### src/rtl/iob_bus_initiator_pkg.sv
// Shared types for the single-outstanding IOb initiator.
package iob_bus_initiator_pkg;

  typedef enum logic [1:0] {
    IDLE   = 2'd0,
    REQ    = 2'd1,
    WAIT_R = 2'd2,
    RSP    = 2'd3
  } state_t;

endpackage

### src/rtl/iob_bus_initiator_timer.sv
// Request/read-wait timeout counter for iob_bus_initiator.
// Only instantiated when IOB_BUS_INITIATOR_TIMEOUT_EN is defined.
module iob_bus_initiator_timer #(
  parameter int unsigned TIMEOUT_W = 16,
  parameter int unsigned TIMEOUT   = 1000
) (
  input  logic clk_i,
  input  logic arst_n_i,
  input  logic cke_i,
  input  logic clr_i,
  input  logic en_i,
  output logic expired_o
);

  logic [TIMEOUT_W-1:0] cnt;

  always_ff @(posedge clk_i or negedge arst_n_i) begin
    if (!arst_n_i) begin
      cnt <= '0;
    end else if (cke_i) begin
      if (clr_i) begin
        cnt <= '0;
      end else if (en_i) begin
        cnt <= cnt + TIMEOUT_W'(1);
      end
    end
  end

  assign expired_o = en_i && (cnt == TIMEOUT_W'(TIMEOUT - 1));

endmodule

### src/rtl/iob_bus_initiator.sv
// Single-outstanding IOb manager: one command in, one IOb transfer, one response out.
// Optional abort-on-timeout is enabled by defining IOB_BUS_INITIATOR_TIMEOUT_EN.
module iob_bus_initiator
  import iob_bus_initiator_pkg::*;
#(
  parameter int unsigned ADDR_W    = 30,
  parameter int unsigned DATA_W    = 32,
  parameter int unsigned TIMEOUT_W = 16,
  parameter int unsigned TIMEOUT   = 1000
) (
  input  logic                clk_i,
  input  logic                arst_n_i,
  input  logic                cke_i,
  input  logic                cmd_valid_i,
  output logic                cmd_ready_o,
  input  logic                cmd_we_i,
  input  logic [ADDR_W-1:0]   cmd_addr_i,
  input  logic [DATA_W-1:0]   cmd_wdata_i,
  input  logic [DATA_W/8-1:0] cmd_wstrb_i,
  output logic                iob_valid_o,
  output logic [ADDR_W-1:0]   iob_addr_o,
  output logic [DATA_W-1:0]   iob_wdata_o,
  output logic [DATA_W/8-1:0] iob_wstrb_o,
  input  logic                iob_ready_i,
  input  logic                iob_rvalid_i,
  input  logic [DATA_W-1:0]   iob_rdata_i,
  output logic                rsp_valid_o,
  input  logic                rsp_ready_i,
  output logic                rsp_we_o,
  output logic [DATA_W-1:0]   rsp_rdata_o,
  output logic                rsp_err_o
);

  if (DATA_W % 8 != 0) begin : g_bad_data_w
    $error("iob_bus_initiator: DATA_W must be a multiple of 8");
  end
  if (TIMEOUT == 0 || 64'(TIMEOUT) >= (64'd1 << TIMEOUT_W)) begin : g_bad_timeout
    $error("iob_bus_initiator: TIMEOUT must be in 1 .. 2**TIMEOUT_W-1");
  end

  state_t state;
  logic   we_q;
  logic   err_q;
  logic   expired;

  assign cmd_ready_o = (state == IDLE);
  assign rsp_err_o   = err_q;

`ifdef IOB_BUS_INITIATOR_TIMEOUT_EN
  logic tmr_clr;
  logic tmr_en;

  // Restart on entry to either waiting state; REQ->WAIT_R restarts too.
  assign tmr_clr = ((state == IDLE) && cmd_valid_i) ||
                   ((state == REQ) && iob_ready_i && !we_q);
  assign tmr_en  = (state == REQ) || (state == WAIT_R);

  iob_bus_initiator_timer #(
    .TIMEOUT_W (TIMEOUT_W),
    .TIMEOUT   (TIMEOUT)
  ) u_timer (
    .clk_i     (clk_i),
    .arst_n_i  (arst_n_i),
    .cke_i     (cke_i),
    .clr_i     (tmr_clr),
    .en_i      (tmr_en),
    .expired_o (expired)
  );
`else
  assign expired = 1'b0;
`endif

  always_ff @(posedge clk_i or negedge arst_n_i) begin
    if (!arst_n_i) begin
      state       <= IDLE;
      we_q        <= 1'b0;
      err_q       <= 1'b0;
      iob_valid_o <= 1'b0;
      iob_addr_o  <= '0;
      iob_wdata_o <= '0;
      iob_wstrb_o <= '0;
      rsp_valid_o <= 1'b0;
      rsp_we_o    <= 1'b0;
      rsp_rdata_o <= '0;
    end else if (cke_i) begin
      unique case (state)
        IDLE: begin
          if (cmd_valid_i) begin
            state       <= REQ;
            we_q        <= cmd_we_i;
            err_q       <= 1'b0;
            iob_valid_o <= 1'b1;
            iob_addr_o  <= cmd_addr_i;
            iob_wdata_o <= cmd_wdata_i;
            iob_wstrb_o <= cmd_we_i ? cmd_wstrb_i : '0;
          end
        end
        REQ: begin
          // A handshake coinciding with the timeout limit takes priority.
          if (iob_ready_i) begin
            iob_valid_o <= 1'b0;
            if (we_q) begin
              state       <= RSP;
              rsp_valid_o <= 1'b1;
              rsp_we_o    <= 1'b1;
              rsp_rdata_o <= '0;
            end else begin
              state <= WAIT_R;
            end
          end else if (expired) begin
            state       <= RSP;
            iob_valid_o <= 1'b0;
            rsp_valid_o <= 1'b1;
            rsp_we_o    <= we_q;
            rsp_rdata_o <= '0;
            err_q       <= 1'b1;
          end
        end
        WAIT_R: begin
          if (iob_rvalid_i) begin
            state       <= RSP;
            rsp_valid_o <= 1'b1;
            rsp_we_o    <= 1'b0;
            rsp_rdata_o <= iob_rdata_i;
          end else if (expired) begin
            state       <= RSP;
            rsp_valid_o <= 1'b1;
            rsp_we_o    <= we_q;
            rsp_rdata_o <= '0;
            err_q       <= 1'b1;
          end
        end
        RSP: begin
          if (rsp_ready_i) begin
            state       <= IDLE;
            rsp_valid_o <= 1'b0;
          end
        end
      endcase
    end
  end

endmodule
### config.mk
export PLATFORM = sky130hd
export DESIGN_NAME = iob_bus_initiator
export DESIGN_NICKNAME = d
export VERILOG_FILES = /design/src/rtl/iob_bus_initiator_pkg.sv /design/src/rtl/iob_bus_initiator_timer.sv /design/src/rtl/iob_bus_initiator.sv
export SDC_FILE = /design/constraint.sdc
export NUM_CORES = 1
export LEC_CHECK = 0
export CORE_AREA = 10 10 115 117
export CTS_CLUSTER_SIZE = 16
export DETAILED_ROUTE_END_ITERATION = 7
export DIE_AREA = 0 0 125 127
export PLACE_DENSITY = 0.87
export SETUP_SLACK_MARGIN = 0.3
export SLEW_MARGIN = 20
export SYNTH_ARGS = -nofsm -noshare
export SYNTH_HDL_FRONTEND = slang
export SYNTH_SLANG_ARGS = --single-unit
### constraint.sdc
create_clock -name clk_i -period 1.8 [get_ports clk_i]
set_input_delay 0.18 -clock clk_i [delete_from_list [all_inputs] [get_ports clk_i]]
set_output_delay 0.18 -clock clk_i [all_outputs]
set_load 0.005 [all_outputs]
### Word level (Yosys, flattened, before mapping)

Cells that the tools add are included.

| word-level totals | value |
|---|---|
| input bits | 106 |
| output and inout bits | 103 |
| bits in registers | 104 |
| word-level logic and storage cells | 47 |

| operators by class | value |
|---|---|
| reduce and logical (&&, ||, !) cells | 9 |
| multiplexer cells | 21 |
| equal/unequal tests | 8 |

Operator list:

| kind | count |
|---|---|
| $mux W32 | 3 |
| $pmux W32 S2 | 1 |
| $ne A2 B2 Y1 const B | 5 |
| $reduce_and A5 Y1 | 2 |
| $mux W1 | 8 |
| $mux W2 | 4 |
| $pmux W2 S4 | 1 |
| $reduce_and A6 Y1 | 1 |
| $eq A2 B2 Y1 const B | 2 |
| $mux W4 | 1 |
| $pmux W1 S2 | 2 |
| $reduce_and A4 Y1 | 1 |
| $reduce_bool A2 Y1 | 2 |
| $pmux W1 S3 | 1 |
| $reduce_and A3 Y1 | 1 |
| $reduce_bool A3 Y1 | 1 |
| $eq A2 B1 Y1 const B | 1 |
| $logic_not A2 Y1 | 1 |

### Longest topological paths before layout

Gate-level depths: netlist of run 1.

| depth | value |
|---|---|
| depth in word-level cells | 3 |
| depth in mapped cells | 9 |
| mapped depth without buffers | 6 |

### Least setup slack after synthesis of run 1

OpenSTA, ideal clock, no wires.

| timing | value |
|---|---|
| path type | register -> register |
| start | register state[0] |
| end | register state[1] |
| path buffers | 1 |
| data arrival time | 1.463 ns |
| stages on the path, launching flop included | 8 |
| library setup time | 0.125 ns |
| data required time | 1.675 ns |
| path slack | 0.212 ns |
| period minus slack after synthesis | 1.588 ns |
| path through | dfrtp_1 > inv_1 > ha_1 > buf_6 > nand2b_2 > nand3_1 > nor2_1 > mux2_2 |

| between the ends | value |
|---|---|
| word-level cells in the longest chain between the ends | 3 |
| elaborated cells on any way between the ends | 10 |
| those cells by class | eq/ne: 7; mux: 1; reduce/logical: 2 |

RTL lines:

| element | line | text |
|---|---|---|
| start: declaration | iob_bus_initiator.sv:41 | `state_t state;` |
| start signal: assignment | iob_bus_initiator.sv:75 | `state <= IDLE;` |
| start signal: assignment | iob_bus_initiator.sv:89 | `state <= REQ;` |
| start signal: assignment | iob_bus_initiator.sv:103 | `state <= RSP;` |
| $eq A2 B2 Y1, or another cell as far along | iob_bus_initiator.sv:86 | `unique case (state)` |
| $ne A2 B2 Y1 (no source line) | -- |  |
| $reduce_and A5 Y1 (no source line) | -- |  |

Parallel ways exist; a longest one is shown, timed or not.
A chain may end at the register's enable or synchronous reset.

### Final worst setup path of run 1

| timing | value |
|---|---|
| start | register state[0] |
| end | register rsp_rdata_o[16] |

| between the ends | value |
|---|---|
| word-level cells in the longest chain between the ends | 3 |
| elaborated cells on any way between the ends | 8 |
| those cells by class | eq/ne: 5; mux: 1; reduce/logical: 2 |

RTL lines:

| element | line | text |
|---|---|---|
| $eq A2 B1 Y1 / $eq A2 B2 Y1 (equally long branches) | iob_bus_initiator.sv:86 |  |
| $ne A2 B2 Y1 (no source line) / $reduce_bool A2 Y1 (equally long branches) | -- |  |
| $reduce_and A5 Y1 (no source line) | -- |  |
| end signal: assignment | iob_bus_initiator.sv:124 | `rsp_rdata_o <= iob_rdata_i;` |
| end: declaration | iob_bus_initiator.sv:30 | `output logic [DATA_W-1:0] rsp_rdata_o,` |

Parallel ways exist; a longest one is shown, timed or not.

==> results of run 1 <==
where the power goes:
part,switching (mW),internal [mW],leakage [nW]
logic,2.36,4.22,2.01
registers,0.707,3.44,1.30
clock network,0.869,1.13,0.143
total,3.94,8.78,3.45
registers in the layout (all words and copies together), names as in the netlist:
signal,cells
iob_wdata_o,32
rsp_rdata_o,32
iob_addr_o,30
iob_wstrb_o,4
state,2
iob_valid_o,1
rsp_valid_o,1
rsp_we_o,1
we_q,1
path summary, 6_finish.rpt:
check,start,endpoint,slack [ns]
max,state[0],rsp_rdata_o[16],0.14
min,arst_n_i,rsp_rdata_o[0],0.34
max reg2reg,state[0],rsp_rdata_o[16],0.14
min reg2reg,rsp_rdata_o[1],rsp_rdata_o[1],0.48
max in group asynchronous,arst_n_i,iob_addr_o[24],0.78
min in group clk_i,iob_rdata_i[10],rsp_rdata_o[10],0.38
layout make-up:
cell class / instances / share of cell area [%]
clock inverters: 5 / 0.793
multi-input cells: 199 / 23.2
well taps: 143 / 2.27
flip-flops and latches: 104 / 33.0
inverters: 3 / 0.206
clock buffers: 11 / 3.08
repair buffers: 262 / 37.4
Yosys cell counts (all sizes together):
cell type / n / area share [%]
nand2b: 4 / 0.63
clkbuf: 3 / 0.26
nand2: 73 / 8.1
o31ai: 2 / 0.34
conb: 1 / 0.086
nor2: 1 / 0.086
inv: 3 / 0.26
a211oi: 1 / 0.17
nand3: 2 / 0.34
o2111ai: 1 / 0.34
o21ai: 41 / 7.5
dfrtp: 104 / 59
mux2: 64 / 16
a21bo: 1 / 0.23
mux2i: 1 / 0.23
buf: 16 / 3.6
ha: 6 / 1.7
nand3b: 1 / 0.17
stage by stage:
stage / hold slack (ns) / worst slack (ns) / total power, mW
3_3_place_gp: 0.164 / 0.123 / 9.30
6_report: 0.342 / 0.145 / 12.7
2_1_floorplan: -0.116 / 0.269 / 6.41
5_1_grt: 0.371 / 0.0894 / 13.5
3_5_place_dp: 0.171 / 0.0515 / 9.52
4_1_cts: 0.350 / 0.140 / 12.3
kinds of logic after synthesis:
group	synth area share, %
buffers and inverters	4.14
flip-flops	59.4
multiplexers	16.7
other	0.0856
adder cells (fa/ha/maj)	1.71
AO/OA/AOI/OAI	8.60
AND/OR/NAND/NOR	9.37
timing repair:
item / 4_1_cts / 5_1_grt
endpoints found under the setup margin: 98 / 104
setup buffers: 17 / 4
hold buffers: 1 / 0
gates resized for setup: 46 / 35
hold endpoints to repair: 34 / 0
cloned: 7 / 4
pin swaps: 5 / 10
per-layer routing:
layer,global-route usage [%],vias up
met5,0,-
met3,8.44,10
li1,-,1611
met2,29.1,133
met4,3.59,0
met1,17.2,1706
==> flow_summary.toml, run 1 <==
[outcome]
run_status = "complete, no violations"

[sta]
finClkSkew_ns = 0.00971
hold_viol_final = 0
rsz0062_at_grt = "yes"
fin_tns_setup_ns = 0
min_period_over_period_pct = 92.0
fmax_mhz = 604
min_period_ns = 1.66
maxSlewViolCount = 0
setup_viol = 0

[critical_path]
path_max_fanout = 12
critPathTopFamily = "buffers and inverters"
crit_path_top_delay_cell = "dfrtp_2"
worst-setup-path-type = "reg2reg"
critPathArrivalTime_ns = 1.88
path_buf_inv = 3
path_depth = 6
critPathRequiredTime_ns = 2.02
reg2regPathDepth = 6
path_cells = "buf_6 -> ha_4 -> buf_12 -> o2111ai_4 -> bufbuf_16 -> o21ai_2"
start_kind = "flop"
crit_path_end_kind = "flop"
max_stage_delay_ns = 0.44

[synth]
synth_seq_cells = 104
yosys_warnings = 0
syn_area_per_cell_um2 = 13.5
yosysSeqAreaShare_pct = 59.4
synthCells = 325
syn_nets = 437
ys_types = 27
syn_area_um2 = 4380

[global_routing]
grt_pass1_vias = 3895
grt_first_pass_wirelength_um = 21400
grt_antenna_before_repair = 0
grt.total_usage_pct = 16.5
grt_max_degree = 58
grt-ovfl-total = 0

[final_layout]
syn_to_final_growth_pct = 80.0
final_cell_mix = "204 x clkdlybuf4s50_1, 102 x dfrtp_1, 50 x mux2_2, 38 x nand2_1, 36 x o21ai_2"
layout.cells.non_filler = 727
regArea_um2 = 2610
layout.nets = 691
fin_util_pct = 70.9
fin_area_um2 = 7890
n_antenna_cell = 0
n_fill_cell = 759
drive_above_1_share_pct = 38.0
multi_input_area_um2 = 1830
mostFrequentLayoutCell = "clkdlybuf4s50_1"

[floorplan]
die_h_um = 127
initial_core_util_pct = 39.4
coreArea_um2 = 11100
rows = 39
ios = 209
die-area_um2 = 15900
die_w_um = 125

[route]
drt_iter0_drc = 103
vias = 3460
vias_per_cell = 4.76
firstDrtPassIters = 4
drc = 0
dr_wl_met2_um = 7050
wl_met3_um = 1400
final_antenna_net_count = 0
top_layer_used = "met4"
met1Wirelength_um = 4980
wire_per_inst_um = 18.6
wl_um = 13500

[clock_network]
cts_root_buf = "clkbuf_16"
clock_latency_ns = 0.34
ctsLongestPathBuffers = 2
cts_tree = "built"
clk_pin_slew_ns = 0.07
htree_levels = 3
cts_sinks = 104
cts_buffers = 9

[job]
timing.max_cap.violations = 0

[power]
power_leakage_nw = 3.45
peakVddDrop_uv = 1010
power_density_nw_per_um2 = 1610

[placement]
placed_area_um2 = 6760
hpwl_um = 9640
dp_cells = 678
numPortBuffers = 207
place.gp.congestion = 0.759

[min_path]
min_path_type = "in2async"
No activity file was read; power rests on OpenSTA's default activity.
==> run 2, diff against run 1 <==
--- a/config.mk
+++ b/config.mk
@@ -5,11 +5,11 @@
 export SDC_FILE = /design/constraint.sdc
 export NUM_CORES = 1
 export LEC_CHECK = 0
-export CORE_AREA = 10 10 115 117
+export CORE_AREA = 10 10 111 113
 export CTS_CLUSTER_SIZE = 16
 export DETAILED_ROUTE_END_ITERATION = 7
-export DIE_AREA = 0 0 125 127
-export PLACE_DENSITY = 0.87
+export DIE_AREA = 0 0 121 123
+export PLACE_DENSITY = 0.92
 export SETUP_SLACK_MARGIN = 0.3
 export SLEW_MARGIN = 20
 export SYNTH_ARGS = -nofsm -noshare
==> constraint.sdc (replaced) <==
create_clock -name clk_i -period 2 [get_ports clk_i]
set_input_delay 0.2 -clock clk_i [delete_from_list [all_inputs] [get_ports clk_i]]
set_output_delay 0.2 -clock clk_i [all_outputs]
set_load 0.005 [all_outputs]
==> flow_summary.toml, run 2 (synthesis gave the netlist of run 1 again) <==
[outcome]
run_status = "complete, no violations"

[power]
peakVddDrop_uv = 824
power.total_mw = 10.4
power_leakage_nw = 3.09
power_density_nw_per_um2 = 1440

[placement]
place.gp.congestion = 0.775
placed_area_um2 = 6660
hpwl_um = 9610
numPortBuffers = 207
dp_cells = 667

[floorplan]
ios = 209
die-area_um2 = 14900
die_w_um = 121
die_h_um = 123
rows = 37
initial_core_util_pct = 43.2
coreArea_um2 = 10100

[sta]
rsz0062_at_grt = "yes"
fin_tns_setup_ns = 0
min_period_ns = 1.68
maxSlewHeadroom_pct = 62.8
fmax_mhz = 595
min_period_over_period_pct = 84.0
finClkSkew_ns = 0.00607
setup_viol = 0
maxSlewViolCount = 0
tightest_slew_ns = 0.558
hold_viol_final = 0

[final_layout]
layout.nets = 673
mostFrequentLayoutCell = "clkdlybuf4s50_1"
n_antenna_cell = 0
final_cell_mix = "205 x clkdlybuf4s50_1, 104 x dfrtp_1, 52 x mux2_2, 40 x nand2_1, 33 x o21ai_2"
fin_util_pct = 71.6
syn_to_final_growth_pct = 65.6
drive_above_1_share_pct = 32.0
layout.cells.non_filler = 702
fin_area_um2 = 7250
top_regs = "iob_wdata_o: 32 flops, rsp_rdata_o: 32 flops, iob_addr_o: 30 flops"

[route]
vias_per_cell = 4.78
firstDrtPassIters = 4
wl_um = 12900
drc = 0
drt_iter0_drc = 107
wire_per_inst_um = 18.4
vias = 3355
final_antenna_net_count = 0

[critical_path]
max_stage_delay_ns = 0.42
path_buf_inv = 3
r2r_slack_ns = 0.32
critPathTopFamily = "buffers and inverters"
path_cells = "buf_6 -> ha_4 -> a21bo_4 -> o2111ai_4 -> buf_6 -> clkbuf_16 -> nand2_4 -> o21ai_2"
path_max_fanout = 6
crit_path_end_kind = "flop"
crit_top_cell = "buf_6"
start_kind = "flop"
crit_path_top_delay_cell = "dfrtp_1"
critPathRequiredTime_ns = 2.26
worst-setup-path-type = "reg2reg"
critPathArrivalTime_ns = 1.94

[min_path]
min_path_type = "in2reg"

[global_routing]
grt.total_usage_pct = 16.6
grt_antenna_before_repair = 0
grt_max_degree = 105
grt_pass1_vias = 3742
grt_first_pass_wirelength_um = 19600
grt-ovfl-total = 0

[clock_network]
clk_pin_slew_ns = 0.10
cts_tree = "built"
cts_sinks = 104
ctsLongestPathBuffers = 2
clock_latency_ns = 0.36
cts_buffers = 9
cts_root_buf = "clkbuf_8"
htree_levels = 3

[job]
timing.max_cap.violations = 0
==> run 2: changes by cell type in the layout (fill, tap and decap cells not counted), sizes merged <==
cell / previous run / this run
clkinv: 0 / 3
inv: 5 / 4
clkdlybuf4s50: 204 / 205
buf: 49 / 34
dlymetal6s2s: 1 / 0
dlygate4sd2: 0 / 1
clkinvlp: 2 / 1
bufinv: 1 / 2
bufbuf: 2 / 0
clkbuf: 16 / 12
==> run 2: worst min-delay path, stage by stage <==
cell	delay (ns)
clkdlybuf4s50_1	0.39
nand2_1	0.07
o21ai_2	0.05
==> run 2: what timing repair did <==
action / in CTS / in global routing
gates resized for setup: 12 / 22
buffers inserted: 9 / 3
cloned: 2 / 4
endpoints found under the setup margin: 96 / 30
hold buffers: 1 / 0
hold endpoints to repair: 104 / 0
pin swaps: 0 / 20
==> run 2: metal layers <==
metal / GRT usage (%) / routed length (um) / vias up
met4: 7.39 / 257 / 0
met1: 16.3 / 4640 / 1628
met2: 28.5 / 6520 / 140
met5: 0 / 0 / -
li1: - / - / 1570
met3: 8.93 / 1520 / 17
==> run 2: through the flow <==
step | setup slack (ns) | hold slack, ns
global placement | 0.205 | 0.308
finish | 0.319 | 0.378
CTS | 0.290 | 0.352
global route | 0.265 | 0.359
floorplan | 0.412 | -0.0956
detailed placement | 0.161 | 0.308
==> run 2: path summary, 6_finish.rpt <==
path                                   end  cells after the start       startpoint
setup / recovery           rsp_rdata_o[12]                      8         state[0]
hold / removal             rsp_rdata_o[24]                      3  iob_rdata_i[24]
setup reg to reg           rsp_rdata_o[12]                      8         state[0]
hold reg to reg             rsp_rdata_o[1]                      2   rsp_rdata_o[1]
max in group asynchronous   rsp_rdata_o[4]                      3         arst_n_i
min in group asynchronous  rsp_rdata_o[30]                      3         arst_n_i
==> run 2: layout make-up <==
class                           instances  area [um2]
Clock buffer                            9         124
Clock inverter                          7        95.1
Fill cell                             659        2880
Inverter                                3        11.3
Multi-Input combinational cell        199        1720
Sequential cell                       104        2600
Tap cell                              136         170
Timing Repair Buffer                  244        2530
==> run 2: power by group <==
part | switching [mW] | total, mW | internal [mW]
Combinational | 1.99 | 5.28 | 3.29
Sequential | 0.615 | 3.70 | 3.08
Clock | 0.728 | 1.44 | 0.708
